`config.mk`:
```
export PLATFORM = sky130hd
export DESIGN_NAME = seg_scan_driver
export DESIGN_NICKNAME = d
export VERILOG_FILES = /design/src/rtl/seg_scan_driver.sv
export SDC_FILE = /design/constraint.sdc
export NUM_CORES = 1
export LEC_CHECK = 0
export BUFFER_PORTS_ARGS = -buffer_cell sky130_fd_sc_hd__buf_4
export CORE_MARGIN = 4
export CORE_UTILIZATION = 54
export DETAILED_ROUTE_END_ITERATION = 7
export PLACE_DENSITY = 0.79
export SLEW_MARGIN = 0
export SYNTH_ARGS = -nofsm -noshare
export SYNTH_HDL_FRONTEND = slang
export SYNTH_SLANG_ARGS = --single-unit
```
`constraint.sdc`:
```
create_clock -name clk -period 2.2 [get_ports clk]
set_input_delay 0.11 -clock clk [delete_from_list [all_inputs] [get_ports clk]]
set_output_delay 0.11 -clock clk [all_outputs]
set_load 0.05 [all_outputs]
```
`src/rtl/seg_scan_driver.sv`:
```
// seg_scan_driver: time-multiplexed six-digit 7-segment back end.
// Latches the display frame once per scan, inserts blank gaps between
// digits against ghosting, and blinks the display and drives the buzzer
// while the latched alarm is active.
module seg_scan_driver #(
    parameter int DIGIT_CYCLES = 1000,
    parameter int BLANK_CYCLES = 4,
    parameter int BLINK_FRAMES = 64
) (
    input  logic        clk,
    input  logic        rst,
    input  logic [47:0] out,
    input  logic [7:0]  o_m,
    input  logic        alarm,
    output logic [7:0]  seg_n,
    output logic [5:0]  an_n,
    output logic [7:0]  led,
    output logic        buzz,
    output logic        frame_start
);

    localparam int CNT_W = $clog2(DIGIT_CYCLES + 1);
    localparam int BLK_W = $clog2(BLINK_FRAMES + 1);

    localparam logic [CNT_W-1:0] BLANK_LAST = CNT_W'(BLANK_CYCLES - 1);
    localparam logic [CNT_W-1:0] SLOT_LAST  = CNT_W'(DIGIT_CYCLES - 1);
    localparam logic [BLK_W-1:0] BLINK_LAST = BLK_W'(BLINK_FRAMES - 1);

    typedef enum logic {
        BLANK = 1'b0,
        DRIVE = 1'b1
    } state_t;

    state_t            state_q, state_d;
    logic [2:0]        idx_q, idx_d;
    logic [CNT_W-1:0]  cnt_q, cnt_d;
    logic [47:0]       shadow_q;
    logic              alarmL_q, alarmL_d;
    logic              phaseOn_q, phaseOn_d;
    logic [BLK_W-1:0]  blinkCnt_q, blinkCnt_d;
    logic              latch;

    // The frame is latched at the very start of digit 0's blank gap, so a
    // scan always shows one consistent frame.
    assign latch = (state_q == BLANK) && (idx_q == 3'd0) && (cnt_q == '0);

    // Slot sequencing: blank gap first, then drive, then advance to the next digit.
    always_comb begin
        state_d = state_q;
        idx_d   = idx_q;
        cnt_d   = cnt_q + 1'b1;
        case (state_q)
            BLANK: begin
                if (cnt_q == BLANK_LAST) begin
                    state_d = DRIVE;
                end
            end
            DRIVE: begin
                if (cnt_q == SLOT_LAST) begin
                    state_d = BLANK;
                    cnt_d   = '0;
                    idx_d   = (idx_q == 3'd5) ? 3'd0 : idx_q + 3'd1;
                end
            end
            default: begin
                state_d = BLANK;
                cnt_d   = '0;
                idx_d   = 3'd0;
            end
        endcase
    end

    // Blink sequencing only moves at a frame latch; the first alarmed frame is ON.
    always_comb begin
        alarmL_d   = alarmL_q;
        phaseOn_d  = phaseOn_q;
        blinkCnt_d = blinkCnt_q;
        if (latch) begin
            alarmL_d = alarm;
            if (!alarm) begin
                phaseOn_d  = 1'b1;
                blinkCnt_d = '0;
            end else if (alarmL_q) begin
                if (blinkCnt_q == BLINK_LAST) begin
                    phaseOn_d  = ~phaseOn_q;
                    blinkCnt_d = '0;
                end else begin
                    blinkCnt_d = blinkCnt_q + 1'b1;
                end
            end
        end
    end

    // Scan state, shadow frame and all registered outputs; anode and segment
    // lines are loaded on the same edge from the same slot so they never disagree.
    always_ff @(posedge clk) begin
        if (rst) begin
            state_q     <= BLANK;
            idx_q       <= 3'd0;
            cnt_q       <= '0;
            shadow_q    <= 48'h0;
            alarmL_q    <= 1'b0;
            phaseOn_q   <= 1'b1;
            blinkCnt_q  <= '0;
            seg_n       <= 8'hFF;
            an_n        <= 6'h3F;
            led         <= 8'h00;
            buzz        <= 1'b0;
            frame_start <= 1'b0;
        end else begin
            state_q     <= state_d;
            idx_q       <= idx_d;
            cnt_q       <= cnt_d;
            alarmL_q    <= alarmL_d;
            phaseOn_q   <= phaseOn_d;
            blinkCnt_q  <= blinkCnt_d;
            frame_start <= latch;
            buzz        <= alarmL_d & phaseOn_d;
            if (latch) begin
                shadow_q <= out;
                led      <= o_m;
            end
            if (state_q == DRIVE) begin
                an_n <= ~(6'b000001 << idx_q);
                if (alarmL_q && !phaseOn_q) begin
                    seg_n <= 8'hFF;
                end else begin
                    seg_n <= ~shadow_q[{idx_q, 3'b000} +: 8];
                end
            end else begin
                an_n  <= 6'h3F;
                seg_n <= 8'hFF;
            end
        end
    end

endmodule
```
==> results.json <==
{
  "outcome": "finished, final reports clean",
  "endpoint_kind": "flop",
  "grt_use_total": 0.224,
  "io-pin-count": 83,
  "io_buffers": 82,
  "rows": 30,
  "synth_top_family_by_area": "simple AND/OR/NAND/NOR gates",
  "worst-slew-pin-transition_ns": 0.636,
  "maxSlewViolCount": 0,
  "ys_ff_latch": 95,
  "fmax_ghz": 0.509,
  "drtPass1Iterations": 4,
  "insertion_delay_ns": 0.35,
  "crit_path_max_incr_delay_ns": 0.54,
  "wl_per_cell_um": 14.2,
  "crit_chain": "ha_1 -> nand4_1 -> or4_1 -> or4_1 -> a21oi_1",
  "yosys.area_share.simple": 0.228,
  "synthMuxAreaShare": 0.0740,
  "clock_skew_ns": 0.00782,
  "synthCells": 456,
  "area_delta_synth_final_pct": 31.0,
  "drive_gt1_frac": 0.208,
  "fin_crit_ns": 1.96,
  "finalSetupTns_ns": 0,
  "numCtsBuffers": 9,
  "yosys.area.top_type": "dfxtp_1",
  "cp.arrival_ns": 2.25,
  "die-area_mm2": 0.00845,
  "syn_nets": 519,
  "p_per_area_mw_per_mm2": 780,
  "grt_setup_unrepaired": "false",
  "nets": 617,
  "worstSetupPathType": "reg -> reg",
  "cpMaxStageDelayCell": "or4_1",
  "holdPathEnd": "shadow_q[7]",
  "antenna_found_initial": 0,
  "ys_warn_count": 0,
  "worst_slack_ns": 0.236,
  "start_kind": "flop",
  "synth_edf_count": 0,
  "crit_top_cell": "or4_1",
  "slew_headroom": 0.576,
  "r2r_cells": 5,
  "synth.distinct_cells": 34,
  "worst-path-buf-inv": 0,
  "ant_nets": 0,
  "hold_path_depth": 3,
  "synth_top_cell_area_share": 0.500,
  "synth_area_leaders": "dfxtp_1 50%, nand2_1 14%, a21oi_1 8.3%, mux4_2 4.7%, mux2i_1 2.4%",
  "htree_levels": 3,
  "grt_pass1_vias": 3387,
  "p_leak_nw": 1.98,
  "ir_worst_vdd_mv": 0.481,
  "postSynthAreaPerCell_um2": 8.34,
  "core_mm2": 0.00683,
  "antenna_cells": 0,
  "via_per_inst": 5.30,
  "hp-class": "in -> reg",
  "cp_max_fo": 6,
  "cts_setup_buffers": 0,
  "synth_compound_area_frac": 0.120,
  "grt_overflow_total": 0,
  "r2r_start": "cnt_q[0]",
  "grt_pass1_wl_mm": 15.4,
  "synthAdderAreaFrac": 0.0132,
  "hp-start": "out[7]",
  "gp_congestion": 0.843,
  "path_delay_family": "simple AND/OR/NAND/NOR gates",
  "totalWireLength_mm": 9.27,
  "drc": 0,
  "start_util": 0.557,
  "synth_ff_type": "dfxtp_1",
  "cap_viol_max_count": 0,
  "synth.most_common_cell": "nand2_1",
  "die_x_um": 91.9,
  "timing.rr.end": "idx_q[1]",
  "grt_start_max_net_pins": 65,
  "finalSetupViolCount": 0,
  "cts_tree": "done",
  "cts.path.max_buffers": 2,
  "yosysSeqAreaShare": 0.500,
  "whs_ns": 0.0106,
  "synth_area_mm2": 0.00380,
  "vias": 3471,
  "worstPathRequired_ns": 2.49,
  "synthTopCellsByCount": "146 x nand2_1, 95 x dfxtp_1, 63 x a21oi_1",
  "finalHoldViolations": 0,
  "die_h_um": 91.9,
  "dp_hpwl_mm": 6.32,
  "synthArstFlopShare": 0,
  "dp_worst_setup_slack_ns": 0.229,
  "cts_root_buffer": "clkbuf_8",
  "synth_xor_area_frac": 0.0230,
  "drt_iter0_drc": 182,
  "min_period_over_period": 0.893,
  "r2r_slack_ns": 0.24,
  "clock-sinks": 95,
  "path_clk_slew_ns": 0.09
}
final cells by class:
type / count / area (um2)
Clock buffer: 9 / 124
Multi-Input combinational cell: 322 / 1740
Sequential cell: 95 / 1900
Fill cell: 516 / 1850
Inverter: 10 / 37.5
Tap cell: 96 / 120
Clock inverter: 7 / 120
Timing Repair Buffer: 116 / 936
worst max path at each step:
stage                   from  slack, ns            end  depth (start not counted)
floorplan           cnt_q[0]       0.39       idx_q[1]                          6
global placement    cnt_q[0]       0.32       idx_q[1]                          5
detailed placement  cnt_q[6]       0.23  blinkCnt_q[6]                          5
CTS                 cnt_q[6]       0.21      phaseOn_q                          5
global route        cnt_q[6]       0.06  blinkCnt_q[3]                          5
finish              cnt_q[0]       0.24       idx_q[1]                          5
layout by cell type, fill, tap and decap left out, types with 9 or more instances in the layout:
master / netlist / final
nand2_1: 146 / 146
dfxtp_1: 95 / 95
buf_4: 0 / 90
a21oi_1: 63 / 63
dlygate4sd3_1: 0 / 26
nor2_1: 18 / 18
o21ai_0: 13 / 13
inv_1: 9 / 9
mux2i_1: 9 / 9
clkbuf_8: 0 / 9
routing by layer:
layer	vias up	global-route usage	part of all wire
met5	-	0	0
met4	0	0.0705	0.015
met3	15	0.0459	0.049
met2	93	0.387	0.49
met1	1639	0.281	0.45
li1	1724	-	-
logic make-up (layout without fill, tap and decap cells):
logic type | Yosys count | in the layout
muxes | 18 | 18
DFF | 95 | 95
AOI/OAI and AO/OA | 86 | 86
adders and majority gates | 4 | 4
buffers and inverters | 39 | 142
and+or+nand+nor | 204 | 204
xor gates and xnor gates | 10 | 10
sequential cells by signal, indices dropped and copies added, names as in the netlist:
name / flops
blinkCnt_q: 7
state_q: 1
shadow_q: 48
frame_start: 1
an_n: 6
seg_n: 8
cnt_q: 10
idx_q: 3
phaseOn_q: 1
led: 8
alarmL_q: 1
buzz: 1
timing repair:
action | 4_1_cts | 5_1_grt
endpoints found under the hold margin | 24 | 2
gates resized for setup | 0 | 0
setup endpoints to repair | 0 | 0
hold buffers | 24 | 2
where the power goes:
| part | switching [mW] | leakage [nW] | internal [mW] |
|---|---|---|---|
| sequential | 0.0651 | 0.778 | 1.83 |
| clock | 0.605 | 0.120 | 0.759 |
| combinational | 0.366 | 1.08 | 0.258 |
| total | 1.04 | 1.98 | 2.85 |
per-stage QoR:
stage / cell area [um2] / std cells / utilization / power (mW)
final: 4980 / 655 / 0.729 / 3.89
after global routing: 4980 / 655 / 0.729 / 4.07
after CTS: 4960 / 653 / 0.726 / 3.91
after detailed placement: 4480 / 613 / 0.655 / 2.52
after global placement: 4480 / 613 / 0.655 / 2.50
after floorplan: 3800 / 456 / - / 2.31
worst min-delay path: cells and delay by family:
family          cells  cell delay [ns]
compound gates      1             0.05
buf+inv             1             0.11
simple gates        1             0.05
(Power assumes the default switching activity.)
